--- config.mk ---
export PLATFORM = sky130hd
export DESIGN_NAME = uart_tx_scheduler_flat
export DESIGN_NICKNAME = d
export VERILOG_FILES = /design/src/rtl/uart_tx_scheduler_if.sv /design/src/rtl/uart_tx_scheduler.sv /design/src/flat_wrapper.sv
export SDC_FILE = /design/constraint.sdc
export NUM_CORES = 1
export LEC_CHECK = 0
export ABC_AREA = 1
export BUFFER_PORTS_ARGS = -buffer_cell sky130_fd_sc_hd__clkbuf_2
export CAP_MARGIN = 20
export CORE_MARGIN = 2
export CORE_UTILIZATION = 64
export CTS_CLUSTER_DIAMETER = 200
export DETAILED_ROUTE_END_ITERATION = 10
export PLACE_DENSITY = 0.9
export SYNTH_ARGS = -nofsm -noshare
export SYNTH_HDL_FRONTEND = slang
export SYNTH_SLANG_ARGS = --single-unit
--- constraint.sdc ---
create_clock -name clk_i -period 5.7 [get_ports clk_i]
set_input_delay 1.14 -clock clk_i [delete_from_list [all_inputs] [get_ports clk_i]]
set_output_delay 1.14 -clock clk_i [all_outputs]
set_load 0.02 [all_outputs]
--- src/rtl/uart_tx_scheduler_if.sv ---
// Signal bundle between the three byte sources, the shared uart_tx and the echo consumers.
// The slave view belongs to the scheduler; the master view drives sources and uart_tx status.
interface uart_tx_scheduler_if;
    logic [2:0] push_i;
    logic [7:0] src0_data_i;
    logic [7:0] src1_data_i;
    logic [7:0] src2_data_i;
    logic [2:0] full_o;
    logic [2:0] overflow_o;
    logic [7:0] tx_data_o;
    logic       tx_en_o;
    logic       tx_busy_i;
    logic [7:0] echo_data_o;
    logic [1:0] echo_src_o;
    logic       echo_valid_o;
    logic       timeout_err_o;

    modport master (
        output push_i, src0_data_i, src1_data_i, src2_data_i, tx_busy_i,
        input  full_o, overflow_o, tx_data_o, tx_en_o, echo_data_o, echo_src_o,
               echo_valid_o, timeout_err_o
    );

    modport slave (
        input  push_i, src0_data_i, src1_data_i, src2_data_i, tx_busy_i,
        output full_o, overflow_o, tx_data_o, tx_en_o, echo_data_o, echo_src_o,
               echo_valid_o, timeout_err_o
    );
endinterface

--- src/rtl/uart_tx_scheduler.sv ---
// Shares one uart_tx between three queued byte sources using round-robin arbitration,
// launches each byte, waits for the frame to finish and echoes the completed byte.
module uart_tx_scheduler #(
    parameter int unsigned FIFO_DEPTH    = 4,
    parameter int unsigned START_TIMEOUT = 16
) (
    input logic                clk_i,
    input logic                rst_i,
    uart_tx_scheduler_if.slave bus_io
);
    localparam int unsigned AW = $clog2(FIFO_DEPTH);
    localparam int unsigned PW = AW + 1;
    localparam int unsigned CW = $clog2(START_TIMEOUT + 1);

    typedef enum logic [1:0] {
        StIdle,
        StLaunch,
        StWaitStart,
        StWaitDone
    } state_e;

    state_e          state_q;
    logic [1:0]      last_q;
    logic [7:0]      tx_data_q;
    logic            tx_en_q;
    logic [CW-1:0]   cnt_q;
    logic [7:0]      echo_data_q;
    logic [1:0]      echo_src_q;
    logic            echo_valid_q;
    logic            timeout_q;
    logic [2:0]      overflow_q;

    logic [7:0]      mem_q  [3][FIFO_DEPTH];
    logic [PW-1:0]   wptr_q [3];
    logic [PW-1:0]   rptr_q [3];

    logic [7:0]      src_data [3];
    logic [2:0]      fifo_empty;
    logic [2:0]      fifo_full;
    logic [2:0]      push_ok;
    logic [2:0]      pop;
    logic            grant_valid;
    logic [1:0]      grant_idx;
    logic [1:0]      cand1;
    logic [1:0]      cand2;
    logic [7:0]      head_data;

    // (base + step) mod 3 for base in 0..2, step in 1..2
    function automatic logic [1:0] rr_pick(input logic [1:0] base, input logic [1:0] step);
        logic [2:0] sum;
        sum = {1'b0, base} + {1'b0, step};
        if (sum >= 3'd3) begin
            sum = sum - 3'd3;
        end
        return sum[1:0];
    endfunction

    always_comb begin
        src_data[0] = bus_io.src0_data_i;
        src_data[1] = bus_io.src1_data_i;
        src_data[2] = bus_io.src2_data_i;
        for (int i = 0; i < 3; i++) begin
            fifo_empty[i] = (wptr_q[i] == rptr_q[i]);
            fifo_full[i]  = (wptr_q[i][PW-1] != rptr_q[i][PW-1]) &&
                            (wptr_q[i][AW-1:0] == rptr_q[i][AW-1:0]);
            // Fullness is judged before any same-cycle pop, so a push to a full FIFO drops.
            push_ok[i]    = bus_io.push_i[i] & ~fifo_full[i];
        end
    end

    always_comb begin
        cand1       = rr_pick(last_q, 2'd1);
        cand2       = rr_pick(last_q, 2'd2);
        grant_valid = 1'b0;
        grant_idx   = last_q;
        if (state_q == StIdle) begin
            if (!fifo_empty[cand1]) begin
                grant_valid = 1'b1;
                grant_idx   = cand1;
            end else if (!fifo_empty[cand2]) begin
                grant_valid = 1'b1;
                grant_idx   = cand2;
            end else if (!fifo_empty[last_q]) begin
                grant_valid = 1'b1;
                grant_idx   = last_q;
            end
        end
        pop       = grant_valid ? (3'b001 << grant_idx) : 3'b000;
        head_data = mem_q[grant_idx][rptr_q[grant_idx][AW-1:0]];
    end

    always_ff @(posedge clk_i) begin
        for (int i = 0; i < 3; i++) begin
            if (push_ok[i]) begin
                mem_q[i][wptr_q[i][AW-1:0]] <= src_data[i];
            end
        end
    end

    always_ff @(posedge clk_i or posedge rst_i) begin
        if (rst_i) begin
            for (int i = 0; i < 3; i++) begin
                wptr_q[i] <= '0;
                rptr_q[i] <= '0;
            end
            overflow_q <= '0;
        end else begin
            for (int i = 0; i < 3; i++) begin
                if (push_ok[i]) begin
                    wptr_q[i] <= wptr_q[i] + PW'(1);
                end
                if (pop[i]) begin
                    rptr_q[i] <= rptr_q[i] + PW'(1);
                end
                if (bus_io.push_i[i] && fifo_full[i]) begin
                    overflow_q[i] <= 1'b1;
                end
            end
        end
    end

    always_ff @(posedge clk_i or posedge rst_i) begin
        if (rst_i) begin
            state_q      <= StIdle;
            last_q       <= 2'd2;
            tx_data_q    <= '0;
            tx_en_q      <= 1'b0;
            cnt_q        <= '0;
            echo_data_q  <= '0;
            echo_src_q   <= '0;
            echo_valid_q <= 1'b0;
            timeout_q    <= 1'b0;
        end else begin
            tx_en_q      <= 1'b0;
            echo_valid_q <= 1'b0;
            unique case (state_q)
                StIdle: begin
                    if (grant_valid) begin
                        tx_data_q <= head_data;
                        last_q    <= grant_idx;
                        tx_en_q   <= 1'b1;
                        state_q   <= StLaunch;
                    end
                end
                StLaunch: begin
                    cnt_q   <= '0;
                    state_q <= StWaitStart;
                end
                StWaitStart: begin
                    if (bus_io.tx_busy_i) begin
                        state_q <= StWaitDone;
                    end else if (cnt_q == CW'(START_TIMEOUT - 1)) begin
                        // Launch never acknowledged: drop the byte without an echo.
                        timeout_q <= 1'b1;
                        state_q   <= StIdle;
                    end else begin
                        cnt_q <= cnt_q + CW'(1);
                    end
                end
                StWaitDone: begin
                    if (!bus_io.tx_busy_i) begin
                        echo_data_q  <= tx_data_q;
                        echo_src_q   <= last_q;
                        echo_valid_q <= 1'b1;
                        state_q      <= StIdle;
                    end
                end
            endcase
        end
    end

    assign bus_io.full_o        = fifo_full;
    assign bus_io.overflow_o    = overflow_q;
    assign bus_io.tx_data_o     = tx_data_q;
    assign bus_io.tx_en_o       = tx_en_q;
    assign bus_io.echo_data_o   = echo_data_q;
    assign bus_io.echo_src_o    = echo_src_q;
    assign bus_io.echo_valid_o  = echo_valid_q;
    assign bus_io.timeout_err_o = timeout_q;
endmodule

--- src/flat_wrapper.sv ---
// flat-port wrapper written by rule: the top's interface ports become plain ports
module uart_tx_scheduler_flat 
#(
    parameter int unsigned FIFO_DEPTH    = 4,
    parameter int unsigned START_TIMEOUT = 16
)
  (clk_i, rst_i, bus_io_push_i, bus_io_src0_data_i, bus_io_src1_data_i, bus_io_src2_data_i, bus_io_tx_busy_i, bus_io_full_o, bus_io_overflow_o, bus_io_tx_data_o, bus_io_tx_en_o, bus_io_echo_data_o, bus_io_echo_src_o, bus_io_echo_valid_o, bus_io_timeout_err_o);
  uart_tx_scheduler_if bus_io_i ();
  input logic clk_i;
  input logic rst_i;
  input wire logic [$bits(bus_io_i.push_i)-1:0] bus_io_push_i;
  input wire logic [$bits(bus_io_i.src0_data_i)-1:0] bus_io_src0_data_i;
  input wire logic [$bits(bus_io_i.src1_data_i)-1:0] bus_io_src1_data_i;
  input wire logic [$bits(bus_io_i.src2_data_i)-1:0] bus_io_src2_data_i;
  input wire logic [$bits(bus_io_i.tx_busy_i)-1:0] bus_io_tx_busy_i;
  output wire logic [$bits(bus_io_i.full_o)-1:0] bus_io_full_o;
  output wire logic [$bits(bus_io_i.overflow_o)-1:0] bus_io_overflow_o;
  output wire logic [$bits(bus_io_i.tx_data_o)-1:0] bus_io_tx_data_o;
  output wire logic [$bits(bus_io_i.tx_en_o)-1:0] bus_io_tx_en_o;
  output wire logic [$bits(bus_io_i.echo_data_o)-1:0] bus_io_echo_data_o;
  output wire logic [$bits(bus_io_i.echo_src_o)-1:0] bus_io_echo_src_o;
  output wire logic [$bits(bus_io_i.echo_valid_o)-1:0] bus_io_echo_valid_o;
  output wire logic [$bits(bus_io_i.timeout_err_o)-1:0] bus_io_timeout_err_o;
  assign bus_io_i.push_i = bus_io_push_i;
  assign bus_io_i.src0_data_i = bus_io_src0_data_i;
  assign bus_io_i.src1_data_i = bus_io_src1_data_i;
  assign bus_io_i.src2_data_i = bus_io_src2_data_i;
  assign bus_io_i.tx_busy_i = bus_io_tx_busy_i;
  assign bus_io_full_o = bus_io_i.full_o;
  assign bus_io_overflow_o = bus_io_i.overflow_o;
  assign bus_io_tx_data_o = bus_io_i.tx_data_o;
  assign bus_io_tx_en_o = bus_io_i.tx_en_o;
  assign bus_io_echo_data_o = bus_io_i.echo_data_o;
  assign bus_io_echo_src_o = bus_io_i.echo_src_o;
  assign bus_io_echo_valid_o = bus_io_i.echo_valid_o;
  assign bus_io_timeout_err_o = bus_io_i.timeout_err_o;
  uart_tx_scheduler #(.FIFO_DEPTH(FIFO_DEPTH), .START_TIMEOUT(START_TIMEOUT)) u_core (.clk_i(clk_i), .rst_i(rst_i), .bus_io(bus_io_i));
endmodule
# After elaboration in Yosys (flattened, before gate mapping)
# Memories as Yosys holds them, arrays and structs flattened.
# Index checks and enable logic that the tools add are counted.
[word_totals]
rom_bits = 0
out_inout_bits = 27
regBits = 51
mem_bits_rw = 96
latchBits = 0
inputBits = 30
mem_count = 1
[classes]
n_eq_ne = 18
bitwise_logic = 12
addsub = 11
shifts = 1
reduce_logical = 16
mux = 46
n_div = 0
mul = 0
magnitude_cmp = 13
[memory_table]
columns = ["name", "words", "word_bits", "rd", "rd_ports_with_merged_regs", "wr", "line_no", "text"]
rows = [
  ["u_core.mem_q", 3, 32, 1, 0, 3, "uart_tx_scheduler.sv:33", "logic [7:0] mem_q [3][FIFO_DEPTH];"],
]
[ops]
columns = ["operator", "n"]
rows = [
  ["two-way mux 32 bit", 3],
  ["demux 8 bit (select 2 bit)", 3],
  ["two-way mux 8 bit", 5],
  ["two-way mux 2 bit", 11],
  ["adder 3 x 1 -> 3 bit (second input constant)", 6],
  ["binary-select mux 8 bit (select 2 bit)", 1],
  [">= comparator 3 bit (second input constant)", 5],
  ["NOT 2 -> 3 bit", 5],
  ["two-way mux 1 bit", 14],
  ["two-way mux 5 bit", 2],
  ["one-hot mux 5 bit (2 select lines)", 1],
  ["equality test 3 bit", 3],
  ["logical AND 1 bit", 9],
  ["< comparator 2 x 3 -> 1 bit (second input constant)", 3],
  ["< comparator 3 x 1 -> 1 bit (second input constant)", 3],
  ["AND reduction 3 bit", 3],
  ["one-hot mux 2 bit (4 select lines)", 1],
  ["binary-select mux 1 bit (select 2 bit)", 3],
  ["binary-select mux 3 bit (select 2 bit)", 1],
  ["equality test 2 bit", 3],
  [">= comparator 3 x 2 -> 1 bit (second input constant)", 2],
  ["inequality test 2 bit (second input constant)", 3],
  ["adder 5 x 1 -> 5 bit (second input constant)", 1],
  ["equality test 5 x 4 -> 1 bit (second input constant)", 1],
  ["other kinds (15)", 25],
]

# Longest topological paths before layout
# Gate-level depths: netlist (run 1).
[depth]
word_depth = 16
ltp_mapped = 22
depth_no_buf = 20

# Worst setup path before layout (run 1)
# OpenSTA, ideal clock, no wires.
[synth_path]
path_kind = "register -> register"
start = "reg u_core.last_q[0]"
end = "reg u_core.tx_data_q[0] (netlist: u_core.bus_io.tx_data_o[0])"
setup_slack_ns = 3.337
period_less_slack_ns = 2.363
t_arrival_ns = 2.246
t_required_ns = 5.583
stages_incl_launch_ff = 20
setup_ns = 0.117
path_cell_list = "dfrtp_1 inv_1 ha_1 inv_1 nand4_1 nand3_1 nand2_1 inv_2 nand3_2 nand2_4 nand2_4 buf_6 a21oi_2 o21ai_2 nand2_2 inv_2 nand2_1 nand2_1 nand2_1 nand2_1"
[synth_between]
elab_chain_cells = 16
[synth_lines]
columns = ["item", "line_no", "text"]
rows = [
  ["start, declared", "uart_tx_scheduler.sv:23", "logic [1:0] last_q;"],
  ["start signal, assigned", "uart_tx_scheduler.sv:140", "last_q <= grant_idx;"],
  ["adder 2 x 2 -> 3 bit", "uart_tx_scheduler.sv:51", "sum = {1'b0, base} + {1'b0, step};"],
  [">= comparator 3 x 2 -> 1 bit or subtractor 2 bit (tied branches)", "uart_tx_scheduler.sv:52, uart_tx_scheduler.sv:53", ""],
  ["two-way mux 2 bit", "uart_tx_scheduler.sv:52", "if (sum >= 3'd3) begin"],
  ["binary-select mux 1 bit (select 2 bit)", "uart_tx_scheduler.sv:80", "end else if (!fifo_empty[cand2]) begin"],
  ["two-way mux 1 bit (implied by the code)", "uart_tx_scheduler.sv:80", ""],
  ["two-way mux 2 bit", "uart_tx_scheduler.sv:80", ""],
  ["two-way mux 2 bit", "uart_tx_scheduler.sv:77", "if (!fifo_empty[cand1]) begin"],
  ["two-way mux 2 bit", "uart_tx_scheduler.sv:76", "if (state_q == StIdle) begin"],
  ["NOT 2 -> 3 bit (implied by the code)", "uart_tx_scheduler.sv:89", "head_data = mem_q[grant_idx][rptr_q[grant_idx][AW-1:0]];"],
  ["binary-select mux 3 bit (select 2 bit)", "uart_tx_scheduler.sv:89", ""],
  ["two-way mux 2 bit (implied by the code) (2 in series)", "uart_tx_scheduler.sv:89", ""],
  ["NOT 2 -> 3 bit (implied by the code)", "uart_tx_scheduler.sv:89", ""],
  ["binary-select mux 8 bit (select 2 bit)", "uart_tx_scheduler.sv:89", ""],
  ["two-way mux 8 bit (implied by the code) (2 in series)", "uart_tx_scheduler.sv:89", ""],
  ["end signal, assigned", "uart_tx_scheduler.sv:139", "tx_data_q <= head_data;"],
  ["end, declared", "uart_tx_scheduler.sv:24", "logic [7:0] tx_data_q;"],
]
# Several ways; a longest one is shown, not always the timed one. The select of a mux whose other input is x is not followed.
# A chain may end at the register's enable or synchronous reset.

# Worst setup path after layout (run 1)
[layout_path]
start = "reg u_core.last_q[0]"
end = "reg u_core.tx_data_q[2] (netlist: u_core.bus_io.tx_data_o[2])"
# Same word-level chain as after synthesis.

==> insert_results.sql, run 1 <==
INSERT INTO impl_metrics (metric_group, metric, value, unit) VALUES
('synthesis', 'yosys-top-cells-count', 'sky130_fd_sc_hd__nand2_1 (256), sky130_fd_sc_hd__inv_1 (112), sky130_fd_sc_hd__edfxtp_1 (96)', ''),
('sta', 'period_needed', '3.34', 'ns'),
('run', 'max_cap_viol_count', '0', ''),
('cells_and_area', 'antenna_cells_inserted', '0', ''),
('cts', 'numClockSinks', '147', ''),
('cells_and_area', 'layout-drive-gt1-share', '0.145', ''),
('cts', 'clock_tree.htree_level_count', '4', ''),
('critical_path', 'criticalPathCategory', 'reg -> reg', ''),
('sta', 'worst_slew_pin_slew', '1.07', 'ns'),
('sta', 'report.final.setup_viol', '0', ''),
('placed_design', 'placed_area', '7250', 'um^2'),
('global_routing', 'globalRouteTotalUtil', '0.285', ''),
('sta', 'final_max_slew_viol_count', '0', ''),
('die', 'row_count', '37', ''),
('synthesis', 'synth_flop_cell', 'sky130_fd_sc_hd__edfxtp_1', ''),
('synthesis', 'seq_area_frac_synth', '0.601', ''),
('sta', 'whs', '0.455', 'ns'),
('critical_path', 'cp.arrival', '3.81', 'ns'),
('pwr', 'static-leakage-power', '3.85', 'nW'),
('critical_path', 'cp.required', '6.17', 'ns'),
('die', 'coreArea', '10400', 'um^2'),
('global_routing', 'grt_start_max_net_pins', '52', ''),
('cts', 'clk_transition_reported_paths', '0.07', 'ns'),
('synthesis', 'synthArstFlopShare', '0.347', ''),
('synthesis', 'synth_most_common_cell', 'sky130_fd_sc_hd__nand2_1', ''),
('critical_path', 'critPathMostFrequentCell', 'sky130_fd_sc_hd__nand2_1', ''),
('die', 'pin_count', '57', ''),
('cts', 'clk-insertion-delay-late', '0.53', 'ns'),
('synthesis', 'synthesis.instances', '730', ''),
('critical_path', 'timing.critical_path.buf_inv', '3', ''),
('critical_path', 'cp-end-kind', 'register', ''),
('cts', 'number_of_clock_buffers_inserted_by_tritoncts', '17', ''),
('sta', 'maxSlewHeadroom', '0.283', ''),
('critical_path', 'crit_path_start_kind', 'register', ''),
('synthesis', 'yosys.area.top_type', 'sky130_fd_sc_hd__edfxtp_1', ''),
('synthesis', 'synth.area.top_cells', 'sky130_fd_sc_hd__edfxtp_1 (42%), sky130_fd_sc_hd__dfrtp_1 (18%), sky130_fd_sc_hd__nand2_1 (14%), sky130_fd_sc_hd__inv_1 (6.1%), sky130_fd_sc_hd__nand3_1 (5.6%)', ''),
('die', 'die_width', '108', 'um'),
('synthesis', 'synth_enable_flop_cells', '96', ''),
('cts', 'clockBufferDepth', '2', ''),
('run_status', 'outcome', 'complete, no violations', ''),
('critical_path', 'critPathTopFamily', 'simple AND/OR/NAND/NOR gates', ''),
('pwr', 'power-per-cell-area', '656', 'nW/um^2'),
('global_routing', 'grt_remaining_overflow', '0', ''),
('cts', 'ctsResizeCount', '0', ''),
('placed_design', 'final_estimated_routing_congestion_in_global_placement', '0.866', ''),
('route', 'drtAntennaViolNets', '0', ''),
('die', 'die_area', '11700', 'um^2'),
('cts', 'cts_hold_buffers', '0', ''),
('route', 'detail_route.vias_per_cell', '5.35', ''),
('global_routing', 'grt_antenna_before_repair', '0', ''),
('placed_design', 'placed_cells', '903', ''),
('sta', 'timing.final.hold_violations', '0', ''),
('placed_design', 'portBuffers', '56', ''),
('route', 'vias', '5011', ''),
('route', 'drt-total-wl', '15500', 'um'),
('synthesis', 'synth.yosys.warnings', '0', ''),
('placed_design', 'detailed_place_hpwl', '10800', 'um'),
('critical_path', 'critical-path-slowest-cell', 'sky130_fd_sc_hd__dfrtp_1', ''),
('cells_and_area', 'finalNetCount', '837', ''),
('route', 'wire_per_inst', '16.5', 'um'),
('synthesis', 'yosys.cell_types.count', '36', ''),
('cts', 'root_cell_of_the_clock_tree', 'sky130_fd_sc_hd__clkbuf_8', ''),
('synthesis', 'ys_seq_elements', '147', ''),
('global_routing', 'first_pass_grt_wire_length', '24500', 'um'),
('sta', 'max_freq', '300', 'MHz'),
('die', 'floorplan.initialDensity', '0.665', ''),
('route', 'detailedRoute.firstPassIterationCount', '6', ''),
('die', 'fp.dieH', '108', 'um'),
('cts', 'post-cts-setup-buffer-count', '0', ''),
('cts', 'cts_tree', 'built', ''),
('cells_and_area', 'synthToLayoutAreaGrowth', '13.3', '%');
area by class of cell:
| cell class | count | area, um^2 | share of cell area |
|---|---|---|---|
| sequential | 147 | 4160 | 0.530 |
| clock buffer | 22 | 479 | 0.0611 |
| timing repair buffer | 60 | 343 | 0.0437 |
| clock inverter | 10 | 68.8 | 0.00877 |
| tap | 136 | 170 | 0.0217 |
| inverter | 117 | 439 | 0.0560 |
| multi-input combinational | 445 | 2180 | 0.278 |
worst paths after layout:
kind	start	to	slack (ns)	cells past startpoint
min reg2reg	u_core.bus_io.overflow_o[0]$_DFFE_PP0P_	u_core.bus_io.overflow_o[0]$_DFFE_PP0P_	0.46	1
min in group asynchronous	rst_i	u_core.bus_io.tx_data_o[7]$_DFFE_PP0P_	0.59	2
max in group asynchronous	rst_i	u_core.last_q[1]$_DFFE_PP1P_	4.52	3
max	u_core.last_q[0]$_DFFE_PP0P_	u_core.bus_io.tx_data_o[2]$_DFFE_PP0P_	2.36	19
max reg2reg	u_core.last_q[0]$_DFFE_PP0P_	u_core.bus_io.tx_data_o[2]$_DFFE_PP0P_	2.36	19
min	u_core.bus_io.overflow_o[0]$_DFFE_PP0P_	u_core.bus_io.overflow_o[0]$_DFFE_PP0P_	0.46	1
logic make-up after synthesis:
group | share of synthesized area
compound gates | 0.0304
xor+xnor | 0.0213
fa+ha+maj | 0.0343
buf+inv | 0.0839
flops | 0.601
simple gates | 0.229
power by group:
| part | switching, mW | internal, mW | total, mW |
|---|---|---|---|
| registers | 0.189 | 1.48 | 1.67 |
| logic | 1.72 | 0.731 | 2.45 |
| clock network | 0.434 | 0.594 | 1.03 |
| total | 2.34 | 2.80 | 5.14 |
placed cells by master, fill, tap and decap left out, types with 18 or more instances in the layout:
cell                          n
sky130_fd_sc_hd__nand2_1    256
sky130_fd_sc_hd__inv_1      111
sky130_fd_sc_hd__edfxtp_1    96
sky130_fd_sc_hd__nand3_1     77
sky130_fd_sc_hd__clkbuf_2    56
sky130_fd_sc_hd__dfrtp_1     50
sky130_fd_sc_hd__nor2_1      27
sky130_fd_sc_hd__ha_1        19
sky130_fd_sc_hd__clkbuf_16   18
flip-flops by register name (all words and copies together) (netlist names):
register,cells
u_core.bus_io.overflow_o,3
u_core.bus_io.timeout_err_o,1
u_core.bus_io.tx_en_o,1
u_core.last_q,2
u_core.rptr_q,9
u_core.bus_io.echo_valid_o,1
u_core.bus_io.echo_data_o,8
u_core.cnt_q,5
u_core.wptr_q,9
u_core.mem_q,96
u_core.bus_io.echo_src_o,2
u_core.state_q,2
u_core.bus_io.tx_data_o,8
per-stage QoR:
step	total power, mW	utilization	setup slack, ns
floorplan	3.48	-	3.33
global placement	3.98	0.696	2.44
detailed placement	4.06	0.696	2.36
CTS	5.10	0.748	2.32
global route	5.53	0.753	2.01
finish	5.14	0.753	2.36
routing by layer:
| metal | track usage | share of wire | vias to the layer above |
|---|---|---|---|
| met5 | 0 | 0 | - |
| met4 | 0.155 | 0.043 | 0 |
| met3 | 0.0494 | 0.061 | 52 |
| met2 | 0.491 | 0.50 | 185 |
| met1 | 0.342 | 0.39 | 2336 |
| li1 | - | - | 2438 |
Power figures use the tool's default switching activity.
==> run 2, diff against run 1 <==
--- a/config.mk
+++ b/config.mk
@@ -9,10 +9,10 @@
 export BUFFER_PORTS_ARGS = -buffer_cell sky130_fd_sc_hd__clkbuf_2
 export CAP_MARGIN = 20
 export CORE_MARGIN = 2
-export CORE_UTILIZATION = 64
+export CORE_UTILIZATION = 60
 export CTS_CLUSTER_DIAMETER = 200
 export DETAILED_ROUTE_END_ITERATION = 10
-export PLACE_DENSITY = 0.9
+export PLACE_DENSITY = 0.86
 export SYNTH_ARGS = -nofsm -noshare
 export SYNTH_HDL_FRONTEND = slang
 export SYNTH_SLANG_ARGS = --single-unit
==> constraint.sdc (replaced) <==
create_clock -name clk_i -period 3.19 [get_ports clk_i]
set_input_delay 0.638 -clock clk_i [delete_from_list [all_inputs] [get_ports clk_i]]
set_output_delay 0.638 -clock clk_i [all_outputs]
set_load 0.02 [all_outputs]
==> run 2 against run 1 <==
Combinational power grew 75%. Sequential power grew 78%. Fmax grew 17%. Sequential share of layout area is essentially flat. Core utilization is 6.0 points lower. Via count decreased by 0.12%.
==> insert_results.sql, run 2 (synthesis results as in run 1) <==
INSERT INTO impl_metrics (metric_group, metric, value, unit) VALUES
('run_status', 'outcome', 'complete, no violations', ''),
('sta', 'period_needed', '2.85', 'ns'),
('critical_path', 'crit_path_start_kind', 'register', ''),
('cts', 'cts_tree', 'built', ''),
('die', 'floorplan.initialDensity', '0.612', ''),
('critical_path', 'cp.required', '3.51', 'ns'),
('route', 'detail_route.vias_per_cell', '5.29', ''),
('worst_hold_path', 'timing.hold.worst.class', 'in -> async', ''),
('cells_and_area', 'mostFrequentLayoutCell', 'sky130_fd_sc_hd__nand2_1', ''),
('cells_and_area', 'antenna_cells_inserted', '0', ''),
('die', 'die_width', '111', 'um'),
('die', 'coreArea', '11300', 'um^2'),
('route', 'drt-total-wl', '14600', 'um'),
('run', 'max_cap_viol_count', '0', ''),
('global_routing', 'grt_remaining_overflow', '0', ''),
('critical_path', 'cp.arrival', '3.17', 'ns'),
('global_routing', 'grt_antenna_before_repair', '0', ''),
('cts', 'root_cell_of_the_clock_tree', 'sky130_fd_sc_hd__clkbuf_16', ''),
('cts', 'clockBufferDepth', '2', ''),
('global_routing', 'first_pass_grt_wire_length', '24100', 'um'),
('placed_design', 'portBuffers', '56', ''),
('die', 'row_count', '39', ''),
('die', 'pin_count', '57', ''),
('die', 'die_area', '12400', 'um^2'),
('sta', 'rsz_0062_raised_after_global_routing', 'false', ''),
('cells_and_area', 'finalNetCount', '840', ''),
('sta', 'aggregate_negative_setup_slack', '0', 'ns'),
('route', 'drc', '0', ''),
('route', 'number_of_design_rule_violations_left_by_the_first_detailed_router_iteration', '405', ''),
('cts', 'clock_tree.htree_level_count', '4', ''),
('global_routing', 'grt_start_max_net_pins', '52', ''),
('sta', 'worst_slew_pin_slew', '1.01', 'ns'),
('route', 'detailedRoute.firstPassIterationCount', '5', ''),
('pwr', 'static-leakage-power', '3.82', 'nW'),
('sta', 'report.final.setup_viol', '0', ''),
('cts', 'clk_transition_reported_paths', '0.06', 'ns'),
('sta', 'finClkSkew', '0.00946', 'ns'),
('route', 'wire_per_inst', '15.5', 'um'),
('cells_and_area', 'synthToLayoutAreaGrowth', '13.2', '%'),
('global_routing', 'globalRouteTotalUtil', '0.253', ''),
('critical_path', 'worst-path-max-fanout', '35', ''),
('route', 'drtAntennaViolNets', '0', ''),
('global_routing', 'grt_pass1_vias', '5090', ''),
('pwr', 'power-per-cell-area', '1150', 'nW/um^2'),
('placed_design', 'detailed_place_hpwl', '10500', 'um'),
('placed_design', 'final_estimated_routing_congestion_in_global_placement', '0.892', ''),
('cells_and_area', 'layout-drive-gt1-share', '0.144', ''),
('cts', 'cts_hold_buffers', '0', ''),
('cells_and_area', 'final.fill_count', '827', ''),
('sta', 'post_route_clock_period_utilization', '0.894', ''),
('route', 'vias', '5005', ''),
('cts', 'number_of_clock_buffers_inserted_by_tritoncts', '17', ''),
('cts', 'numClockSinks', '147', ''),
('critical_path', 'criticalPathCategory', 'reg -> reg', ''),
('sta', 'final_max_slew_viol_count', '0', ''),
('pwr', 'ir_worst_vdd', '0.787', 'mV'),
('cells_and_area', 'largest_register_ff_count', '96', ''),
('sta', 'whs', '0.229', 'ns'),
('critical_path', 'cp-end-kind', 'register', ''),
('sta', 'maxSlewHeadroom', '0.326', ''),
('sta', 'max_freq', '351', 'MHz'),
('cells_and_area', 'mostFrequentLayoutCells', 'sky130_fd_sc_hd__nand2_1 (256), sky130_fd_sc_hd__inv_1 (111), sky130_fd_sc_hd__edfxtp_1 (96)', ''),
('sta', 'timing.final.hold_violations', '0', ''),
('cts', 'clk-insertion-delay-late', '0.43', 'ns'),
('die', 'fp.dieH', '111', 'um');
==> run 2: metal layers <==
| layer | vias to the layer above | track usage | wire length, um |
|---|---|---|---|
| met3 | 38 | 0.0621 | 675 |
| met5 | - | 0 | 0 |
| met4 | 0 | 0.127 | 532 |
| met2 | 150 | 0.446 | 7560 |
| li1 | 2442 | - | - |
| met1 | 2375 | 0.289 | 5870 |
==> run 2: worst max-delay path, cell delays in order, from the launching register on <==
cell and delay [ns]:
sky130_fd_sc_hd__dfrtp_1 0.40, sky130_fd_sc_hd__inv_1 0.11, sky130_fd_sc_hd__ha_1 0.36, sky130_fd_sc_hd__inv_1 0.17
sky130_fd_sc_hd__nand4_1 0.12, sky130_fd_sc_hd__nand3_1 0.11, sky130_fd_sc_hd__nand2_1 0.10, sky130_fd_sc_hd__inv_2 0.08
sky130_fd_sc_hd__nand3_2 0.09, sky130_fd_sc_hd__nand2_4 0.10, sky130_fd_sc_hd__buf_6 0.24, sky130_fd_sc_hd__nand3_1 0.13
sky130_fd_sc_hd__nand3_2 0.10, sky130_fd_sc_hd__nand2_2 0.18, sky130_fd_sc_hd__nand2_1 0.12, sky130_fd_sc_hd__nand2_1 0.06
sky130_fd_sc_hd__nand2_1 0.06, sky130_fd_sc_hd__nand2_1 0.07, sky130_fd_sc_hd__nand2_1 0.07, sky130_fd_sc_hd__nand2_1 0.06
==> run 2: stage by stage <==
stage                     utilization  setup WS, ns  cells  instance area (um^2)  power (mW)
after global routing            0.692        0.0162    947                  7840        9.74
after global placement          0.644         0.470    914                  7290        7.01
final                           0.692         0.339    947                  7840        9.01
after CTS                       0.690         0.338    946                  7810        8.97
after floorplan                     -         0.827    730                  6920        6.22
after detailed placement        0.644         0.352    914                  7290        7.18
==> run 2: area by class of cell <==
cell class	count	area, um^2	area share
multi-input cells	445	2190	0.279
repair buffers	63	349	0.0445
inverters	117	439	0.0560
clock buffers	19	433	0.0552
clock inverters	13	87.6	0.0112
flip-flops and latches	147	4160	0.531
well taps	143	179	0.0228
==> run 2: worst paths after layout <==
| path | from | depth (start not counted) | endpoint | slack (ns) |
|---|---|---|---|---|
| max | u_core.last_q[0]$_DFFE_PP0P_ | 19 | u_core.bus_io.tx_data_o[0]$_DFFE_PP0P_ | 0.34 |
| min | rst_i | 2 | u_core.bus_io.tx_data_o[1]$_DFFE_PP0P_ | 0.23 |
| max reg2reg | u_core.last_q[0]$_DFFE_PP0P_ | 19 | u_core.bus_io.tx_data_o[0]$_DFFE_PP0P_ | 0.34 |
| min reg2reg | u_core.bus_io.overflow_o[2]$_DFFE_PP0P_ | 1 | u_core.bus_io.overflow_o[2]$_DFFE_PP0P_ | 0.46 |
| max in group asynchronous | rst_i | 3 | u_core.last_q[0]$_DFFE_PP0P_ | 2.44 |
| min in group clk_i | bus_io_src2_data_i[7] | 1 | u_core.mem_q[2][15]$_DFFE_PP_ | 0.42 |
==> run 2: where the power goes <==
part | switching, mW | internal [mW]
Combinational | 2.97 | 1.31
Clock | 0.760 | 0.985
Sequential | 0.339 | 2.64
==> run 2: repair_timing <==
| action | 4_1_cts | 5_1_grt |
|---|---|---|
| gates resized for setup | 0 | 2 |
| endpoints found under the setup margin | 0 | 7 |
| setup buffers | 0 | 0 |
